File: config.mk
export PLATFORM = sky130hd
export DESIGN_NAME = number_literal_decoder
export DESIGN_NICKNAME = d
export VERILOG_FILES = /design/src/rtl/number_literal_decoder.sv
export SDC_FILE = /design/constraint.sdc
export NUM_CORES = 1
export LEC_CHECK = 0
export CAP_MARGIN = 20
export CORE_ASPECT_RATIO = 1.75
export CORE_MARGIN = 2
export CORE_UTILIZATION = 45
export DETAILED_ROUTE_END_ITERATION = 8
export PLACE_DENSITY = 0.64
export SLEW_MARGIN = 20
export SYNTH_ARGS = -nofsm -noshare
export SYNTH_HDL_FRONTEND = slang
export SYNTH_SLANG_ARGS = --single-unit
File: constraint.sdc
create_clock -name clk -period 5.89 [get_ports clk]
set_input_delay 0.589 -clock clk [delete_from_list [all_inputs] [get_ports clk]]
set_output_delay 0.589 -clock clk [all_outputs]
set_load 0.1 [all_outputs]
File: src/rtl/number_literal_decoder.sv
// number_literal_decoder: parses a Verilog-style number literal, one ASCII
// character per cycle, into value / x-z mask / size / sign / overflow.
// Optional feature macro: NUMBER_LITERAL_DECODER_XZ_EN. When it is defined,
// x/z digits are accepted and xmask is filled in. When it is undefined,
// x/z digits are malformed and xmask stays 0.
// Handshake: a character transfers when char_valid && char_ready.
// char_ready is low only in EMIT, the one-cycle result slot.
module number_literal_decoder #(
  parameter int WIDTH = 32
) (
  input  logic             clk,
  input  logic             reset,
  input  logic [7:0]       char_in,
  input  logic             char_valid,
  output logic             char_ready,
  output logic [WIDTH-1:0] value,
  output logic [WIDTH-1:0] xmask,
  output logic [15:0]      size,
  output logic             sized,
  output logic             neg,
  output logic             ovf,
  output logic             done,
  output logic             error,
  output logic [2:0]       state_dbg
);
  localparam int EW = WIDTH + 4;
  localparam logic [15:0] WIDTH16 = 16'(WIDTH);

  localparam logic [2:0] S_IDLE   = 3'd0;
  localparam logic [2:0] S_NUM    = 3'd1;
  localparam logic [2:0] S_BASE   = 3'd2;
  localparam logic [2:0] S_DIGITS = 3'd3;
  localparam logic [2:0] S_ERR    = 3'd4;
  localparam logic [2:0] S_EMIT   = 3'd5;

  localparam logic [1:0] B_BIN = 2'd0;
  localparam logic [1:0] B_OCT = 2'd1;
  localparam logic [1:0] B_DEC = 2'd2;
  localparam logic [1:0] B_HEX = 2'd3;

  // Returns a mask with the low n bits set; it saturates at all ones.
  function automatic logic [WIDTH-1:0] mask_low(input logic [15:0] n);
    logic [WIDTH:0] t;
    t = (WIDTH+1)'(1) << n;
    t = t - (WIDTH+1)'(1);
    return t[WIDTH-1:0];
  endfunction

  logic [2:0]       state_q, state_d;
  logic             neg_p_q, neg_p_d, sized_p_q, sized_p_d, seen_q, seen_d;
  logic             ovf_p_q, ovf_p_d;
  logic [15:0]      size_p_q, size_p_d, sacc_q, sacc_d;
  logic [1:0]       base_q, base_d;
  logic [WIDTH-1:0] acc_q, acc_d;
  logic [WIDTH-1:0] value_q, value_d, xmask_q, xmask_d;
  logic [15:0]      size_q, size_d;
  logic             sized_q, sized_d, neg_q, neg_d, ovf_q, ovf_d;
  logic             done_q, done_d, error_q, error_d;

  logic             take, is_term, is_dec, is_hex_letter, digit_ok, xz_ok, x_ovf;
  logic [3:0]       dval, dig_val;
  logic [2:0]       dig_bits;
  logic [7:0]       ch_lc;
  logic [19:0]      sacc_w;
  logic [15:0]      sacc_sat;
  logic [WIDTH-1:0] lim_mask, emit_val, emit_xm;
  logic [EW-1:0]    ext_mask, wide_dec, wide_v;

  assign take       = char_valid && char_ready;
  assign char_ready = (state_q != S_EMIT);
  assign state_dbg  = state_q;
  assign value = value_q;
  assign xmask = xmask_q;
  assign size  = size_q;
  assign sized = sized_q;
  assign neg   = neg_q;
  assign ovf   = ovf_q;
  assign done  = done_q;
  assign error = error_q;

  // Character classification and the arithmetic shared by the FSM.
  always_comb begin
    is_term       = (char_in == 8'h3B) || (char_in == 8'h20) || (char_in == 8'h0A);
    is_dec        = (char_in >= 8'h30) && (char_in <= 8'h39);
    ch_lc         = char_in | 8'h20;
    is_hex_letter = (ch_lc >= 8'h61) && (ch_lc <= 8'h66);
    dval          = char_in[3:0];
    dig_val       = is_hex_letter ? (char_in[3:0] + 4'd9) : char_in[3:0];
    digit_ok      = 1'b0;
    dig_bits      = 3'd4;
    case (base_q)
      B_BIN:   begin digit_ok = (char_in == 8'h30) || (char_in == 8'h31); dig_bits = 3'd1; end
      B_OCT:   begin digit_ok = (char_in >= 8'h30) && (char_in <= 8'h37); dig_bits = 3'd3; end
      B_HEX:   begin digit_ok = is_dec || is_hex_letter; dig_bits = 3'd4; end
      default: begin digit_ok = is_dec; dig_bits = 3'd4; end
    endcase
    lim_mask = mask_low(size_p_q);
    ext_mask = {4'b0, lim_mask};
    wide_dec = ({4'b0, acc_q} * EW'(10)) + EW'(dval);
    wide_v   = ({4'b0, acc_q} << dig_bits) | (digit_ok ? EW'(dig_val) : '0);
    sacc_w   = ({4'b0, sacc_q} * 20'd10) + {16'b0, dval};
    sacc_sat = (|sacc_w[19:16]) ? 16'hFFFF : sacc_w[15:0];
    emit_val = neg_p_q ? ((~acc_q + WIDTH'(1)) & lim_mask) : acc_q;
  end

`ifdef NUMBER_LITERAL_DECODER_XZ_EN
  logic [WIDTH-1:0] xacc_q, xacc_d, ext_bits;
  logic             first_xz_q, first_xz_d, is_xz;
  logic [15:0]      dbits_q, dbits_d;
  logic [3:0]       dig_ones;
  logic [EW-1:0]    wide_x;

  // x/z digit tracking, overflow of x bits and left extension of a leading x/z.
  always_comb begin
    is_xz    = (ch_lc == 8'h78) || (ch_lc == 8'h7A) || (char_in == 8'h3F);
    xz_ok    = is_xz;
    dig_ones = 4'hF >> (3'd4 - dig_bits);
    wide_x   = ({4'b0, xacc_q} << dig_bits) | (is_xz ? EW'(dig_ones) : '0);
    x_ovf    = |(wide_x & ~ext_mask);
    ext_bits = (sized_p_q && first_xz_q) ? (lim_mask & ~mask_low(dbits_q)) : '0;
    emit_xm  = xacc_q | ext_bits;
    if (neg_p_q && (emit_xm != '0)) emit_xm = lim_mask;
  end

  // x/z tracking registers.
  always_ff @(posedge clk or posedge reset) begin
    if (reset) begin
      xacc_q     <= '0;
      first_xz_q <= 1'b0;
      dbits_q    <= '0;
    end else begin
      xacc_q     <= xacc_d;
      first_xz_q <= first_xz_d;
      dbits_q    <= dbits_d;
    end
  end
`else
  assign xz_ok   = 1'b0;
  assign x_ovf   = 1'b0;
  assign emit_xm = '0;
`endif

  // Literal parsing FSM: the next state and the latched results.
  always_comb begin
    state_d = state_q;  neg_p_d = neg_p_q;  sized_p_d = sized_p_q;
    seen_d  = seen_q;   ovf_p_d = ovf_p_q;  size_p_d  = size_p_q;
    sacc_d  = sacc_q;   base_d  = base_q;   acc_d     = acc_q;
    value_d = value_q;  xmask_d = xmask_q;  size_d    = size_q;
    sized_d = sized_q;  neg_d   = neg_q;    ovf_d     = ovf_q;
    done_d  = 1'b0;     error_d = 1'b0;
`ifdef NUMBER_LITERAL_DECODER_XZ_EN
    xacc_d = xacc_q;  first_xz_d = first_xz_q;  dbits_d = dbits_q;
`endif
    case (state_q)
      S_IDLE: if (take) begin
        if (char_in == 8'h2D) begin
          if (neg_p_q) state_d = S_ERR;
          else         neg_p_d = 1'b1;
        end else if (is_term) begin
          if (char_in == 8'h3B) begin error_d = 1'b1; neg_p_d = 1'b0; end
        end else if (is_dec) begin
          state_d = S_NUM;  sacc_d = {12'b0, dval};  acc_d = WIDTH'(dval);
          size_p_d = WIDTH16;  sized_p_d = 1'b0;  ovf_p_d = 1'b0;
        end else if (char_in == 8'h27) begin
          state_d = S_BASE;  size_p_d = WIDTH16;  sized_p_d = 1'b0;
        end else begin
          state_d = S_ERR;
        end
      end
      S_NUM: if (take) begin
        if (is_dec) begin
          sacc_d = sacc_sat;
          acc_d  = wide_dec[WIDTH-1:0] & lim_mask;
          if (|(wide_dec & ~ext_mask)) ovf_p_d = 1'b1;
        end else if (char_in == 8'h5F) begin
          state_d = S_NUM;
        end else if (char_in == 8'h27) begin
          if ((sacc_q == 16'd0) || (sacc_q > WIDTH16)) state_d = S_ERR;
          else begin state_d = S_BASE; size_p_d = sacc_q; sized_p_d = 1'b1; end
        end else if (is_term) begin
          state_d = S_EMIT;  done_d = 1'b1;
          value_d = emit_val;  xmask_d = '0;  size_d = WIDTH16;
          sized_d = 1'b0;  neg_d = neg_p_q;  ovf_d = ovf_p_q;
        end else begin
          state_d = S_ERR;
        end
      end
      S_BASE: if (take) begin
        if ((ch_lc == 8'h62) || (ch_lc == 8'h6F) || (ch_lc == 8'h64) || (ch_lc == 8'h68)) begin
          state_d = S_DIGITS;  acc_d = '0;  ovf_p_d = 1'b0;  seen_d = 1'b0;
          base_d  = (ch_lc == 8'h62) ? B_BIN : (ch_lc == 8'h6F) ? B_OCT :
                    (ch_lc == 8'h64) ? B_DEC : B_HEX;
`ifdef NUMBER_LITERAL_DECODER_XZ_EN
          xacc_d = '0;  first_xz_d = 1'b0;  dbits_d = '0;
`endif
        end else if (is_term) begin
          state_d = S_IDLE;  error_d = 1'b1;  neg_p_d = 1'b0;
        end else begin
          state_d = S_ERR;
        end
      end
      S_DIGITS: if (take) begin
        if (char_in == 8'h5F) begin
          state_d = S_DIGITS;
        end else if (is_term) begin
          if (seen_q) begin
            state_d = S_EMIT;  done_d = 1'b1;
            value_d = emit_val;  xmask_d = emit_xm;  size_d = size_p_q;
            sized_d = sized_p_q;  neg_d = neg_p_q;  ovf_d = ovf_p_q;
          end else begin
            state_d = S_IDLE;  error_d = 1'b1;  neg_p_d = 1'b0;
          end
        end else if (base_q == B_DEC) begin
          if (is_dec) begin
            acc_d  = wide_dec[WIDTH-1:0] & lim_mask;  seen_d = 1'b1;
            if (|(wide_dec & ~ext_mask)) ovf_p_d = 1'b1;
          end else begin
            state_d = S_ERR;
          end
        end else if (digit_ok || xz_ok) begin
          acc_d  = wide_v[WIDTH-1:0] & lim_mask;  seen_d = 1'b1;
          if ((|(wide_v & ~ext_mask)) || x_ovf) ovf_p_d = 1'b1;
`ifdef NUMBER_LITERAL_DECODER_XZ_EN
          xacc_d = wide_x[WIDTH-1:0] & lim_mask;
          if (!seen_q) first_xz_d = is_xz;
          if (dbits_q < 16'hFF00) dbits_d = dbits_q + {13'b0, dig_bits};
`endif
        end else begin
          state_d = S_ERR;
        end
      end
      S_ERR: if (take && is_term) begin
        state_d = S_IDLE;  error_d = 1'b1;  neg_p_d = 1'b0;
      end
      S_EMIT: begin
        state_d = S_IDLE;  neg_p_d = 1'b0;
      end
      default: state_d = S_IDLE;
    endcase
  end

  // State and result registers.
  always_ff @(posedge clk or posedge reset) begin
    if (reset) begin
      state_q <= S_IDLE;  neg_p_q <= 1'b0;  sized_p_q <= 1'b0;  seen_q <= 1'b0;
      ovf_p_q <= 1'b0;    size_p_q <= WIDTH16;  sacc_q <= '0;  base_q <= B_BIN;
      acc_q   <= '0;      value_q <= '0;  xmask_q <= '0;  size_q <= '0;
      sized_q <= 1'b0;    neg_q <= 1'b0;  ovf_q <= 1'b0;  done_q <= 1'b0;
      error_q <= 1'b0;
    end else begin
      state_q <= state_d;  neg_p_q <= neg_p_d;  sized_p_q <= sized_p_d;  seen_q <= seen_d;
      ovf_p_q <= ovf_p_d;  size_p_q <= size_p_d;  sacc_q <= sacc_d;  base_q <= base_d;
      acc_q   <= acc_d;    value_q <= value_d;  xmask_q <= xmask_d;  size_q <= size_d;
      sized_q <= sized_d;  neg_q <= neg_d;  ovf_q <= ovf_d;  done_q <= done_d;
      error_q <= error_d;
    end
  end
endmodule

==> implementation parameters, run 1 <==
Parameter                              Value

Synth
  Fraction of registers with async set or reset after synthesis    100.0%
  Cell types with the largest area share after synthesis    dfrtp_1 (23%), ha_1 (9.2%), o21ai_0 (6.7%)
  Dominant register cell in the synthesized netlist    dfrtp_1
  Number of enable flip-flop cells after synthesis    0
  Flip-flop and latch count after synthesis    126
  Gate Count Post-Synth    1793
  Mapped Avg Cell Area    7.622 um2
  Syn Std Cell Area    0.01367 mm2
  Count of warnings emitted by yosys    0
  Post-synth cell types    95
  Share of the yosys chip area belonging to registers    23.08%
  Post-synth top area share    22.89%
  Library cell with the largest summed area after synthesis    dfrtp_1

Final layout
  Nets    1914
  Diode insertion count for antenna repair    0
  Final non-filler cell total    2198
  Layout overhead on the synthesized area    10.50%
  Proportion of layout cells with a drive suffix above 1    6.350%

Critical path
  Depth of the worst register-to-register path    15
  Data arrival time of the critical path    5610 ps
  CP Max Fanout    11
  Endpoint kind of the worst setup timing path    register
  Source of the worst register-to-register timing path    acc_q[1]
  CP startpoint    acc_q[1]
  Startpoint type of the worst setup path    register
  Internal reg-to-reg setup slack    690 ps
  CP Data Required Time    6290 ps
  Critical path class    reg -> reg
  Worst r2r dst    acc_q[28]

Hold path
  Worst Min Path Start    value[7]
  Worst hold-check path type    reg -> reg
  Min-Delay Endpoint    value[7]
  Number of instances on the worst hold path    2

STA
  Share of the clock period used by the worst path    88.35%
  Max-slew violation count    0
  Unrepaired setup endpoints after global routing    no
  Pin slew with the least headroom to its limit    1080 ps
  Setup TNS Final    0 ps
  Highest achievable clock rate    0.1922 GHz
  Hold violation total from the final report    0
  Final worst path period need    5204 ps
  Rel. slew slack    27.95%
  Total of endpoints with negative setup slack in the final report    0
  Final Skew    12.05 ps

CTS
  Number of buffers on the longest clock path    2
  Clk pin slew, worst setup/hold paths    70 ps
  CTS tree    yes
  Clock latency of the later-clocked register in the worst-skew pair    460 ps
  Total of cells resized after clock tree synthesis    0
  CTS Buf Count    17
  Post-cts hold buffer count    0
  Post-CTS setup buffer count    0
  Number of levels in the clock H-tree    4
  Buffer type at the clock tree root    clkbuf_16
  Clock Sinks    126

Detailed routing
  DRT antenna net count    0
  Detail-routed net length per standard cell    23.10 um
  Initial DRC count    1189
  Routed vias    14.25k
  Remaining DRCs    0
  Number of detailed-routing iterations run before antenna repair    6
  Via-per-instance ratio    6.485
  Routed wire length    50.78 mm

GRT
  First-pass GRT wire length    77.58 mm
  Number of global-route vias before repair    13.74k
  Total congestion overflow after global routing    0
  Total global routing track utilization    31.92%
  Maximum number of pins on one net before global-route repair    101
  Number of antenna violations at the first check in global routing    0

Flow run
  Count of max-cap constraint violations    0

Floorplanning
  Count of standard-cell rows    84
  I/O pin total    100
  Die area    0.03184 mm2
  Horizontal die dimension    135.7 um
  Die height    234.5 um
  Placeable Area    0.02995 mm2
  Starting Density    45.63%

Placement
  Final HPWL DP    38.77 mm
  Count of input and output buffers    67
  Number of cells in the design after placement    2166
  Final RePlAce weighted congestion    0.9866

Power
  Power density over cell area    272.9 mW/mm2
  Leakage power figure    6.197 nW
  Max rail drop VDD    0.2333 mV

Outcome
  Status    complete, no violations
==> synthesized netlist by cell type, drive strengths merged, types with 9 or more instances <==
cell and n:
nand2 211, o21ai 187, a21oi 132, nor2 126, dfrtp 125, ha 101
clkbuf 96, inv 52, buf 48, nor3 48, nand3 47, xnor2 45
mux2i 39, xor2 30, a31oi 27, a211oi 26, a21o 26, nor4 25
nor2b 24, or3 24, a22oi 23, o31ai 22, nand4 21, nand2b 20
and2 15, o22ai 15, nor3b 12, o41ai 11, or4 11, a221oi 10
and3 10, or2 10, a2111oi 9, o211ai 9, o21a 9
==> worst max-delay path by stage <==
stage                endpoint  slack, ps  cells past startpoint
global route        acc_q[28]        440                     15
finish              acc_q[28]        690                     15
floorplan           acc_q[28]       1550                     14
CTS                 acc_q[28]        730                     15
detailed placement  acc_q[28]        770                     15
global placement    acc_q[31]        940                     15
==> critical path, stage by stage (launching register included) <==
cell       delay [ps]
dfrtp_1           590
ha_1              310
ha_1              230
fa_1              550
nand2_1            60
nor3_1            340
nor4b_1           870
nand2_1           230
nor4_1            230
buf_4             190
nand3_1           240
nor4_1            300
xnor2_1           230
nand2_1            90
a2111oi_0         480
o31a_1            200
==> kinds of logic after synthesis <==
| kind of cell | count (synthesis) | synth area share (%) |
|---|---|---|
| muxes | 47 | 3.516 |
| other | 1 | 0.02744 |
| adders and majority gates | 105 | 9.832 |
| and+or+nand+nor | 645 | 24.03 |
| buffers and inverters | 198 | 6.482 |
| AOI/OAI and AO/OA | 596 | 28.23 |
| DFF | 126 | 23.08 |
| xor gates and xnor gates | 75 | 4.806 |
==> power by group <==
part,internal [mW],switching (mW)
Sequential,0.931,0.184
Clock,0.603,0.496
Combinational,0.617,1.29
==> area by class of cell <==
| cell class | instances | area, um2 |
|---|---|---|
| fillers | 2986 | 14850 |
| multi-input cells | 1500 | 9749 |
| flip-flops and latches | 126 | 3156 |
| repair buffers | 99 | 910.9 |
| well taps | 387 | 484.2 |
| clock buffers | 17 | 425.4 |
| inverters | 54 | 207.7 |
| clock inverters | 15 | 168.9 |
==> state kept, by name, summed over array words and instances, names as in the netlist <==
name,flops
base_q,2
value,32
ovf,1
neg,1
sized,1
seen_q,1
sized_p_q,1
sacc_q,16
size,16
ovf_p_q,1
done,1
error,1
acc_q,32
size_p_q,16
neg_p_q,1
state_dbg,3
==> routing by layer <==
layer / GRT usage (%) / up-vias / wire [um]
met5: 0 / - / 0
met4: 23.73 / 0 / 4006
met3: 4.565 / 215 / 2806
met2: 58.24 / 652 / 26410
met1: 32.66 / 6758 / 17550
li1: - / 6628 / -
==> layout by cell type (no fill, tap or decap), types with 9 or more instances in the layout <==
| cell | instances |
|---|---|
| a211oi_1 | 25 |
| a21o_1 | 26 |
| a21oi_1 | 130 |
| a22oi_1 | 23 |
| a31oi_1 | 27 |
| and2_1 | 12 |
| and3_1 | 10 |
| buf_4 | 32 |
| clkbuf_16 | 17 |
| clkdlybuf4s50_1 | 67 |
| conb_1 | 32 |
| dfrtp_1 | 124 |
| ha_1 | 101 |
| inv_1 | 51 |
| mux2i_1 | 39 |
| nand2_1 | 211 |
| nand2b_1 | 20 |
| nand3_1 | 47 |
| nand4_1 | 20 |
| nor2_1 | 125 |
| nor2b_1 | 24 |
| nor3_1 | 47 |
| nor3b_1 | 12 |
| nor4_1 | 21 |
| o211ai_1 | 9 |
| o21ai_0 | 183 |
| o22ai_1 | 15 |
| o31ai_1 | 22 |
| o41ai_1 | 10 |
| or2_2 | 10 |
| or3_1 | 24 |
| or4_1 | 9 |
| xnor2_1 | 45 |
| xor2_1 | 30 |
==> metrics by stage <==
step           util, %  cell area [um2]  setup slack (ps)  total power [mW]  hold WS (ps)
4_1_cts          50.42            15100             727.9             4.087         483.7
3_3_place_gp     48.43            14510             941.2             2.969         462.6
6_report         50.42            15100             686.3             4.122         478.1
2_1_floorplan        -            13780              1549             2.408         460.1
3_5_place_dp     48.43            14510             770.0             2.983         468.8
5_1_grt          50.42            15100             439.8             4.323         500.3
Power figures use the tool's default switching activity.
==> inputs of run 2 (changes only) <==
CTS_CLUSTER_SIZE = 8   (was unset)
==> results of run 2 <==
No change in the layout: final DEF, timing and power equal those of run 1.
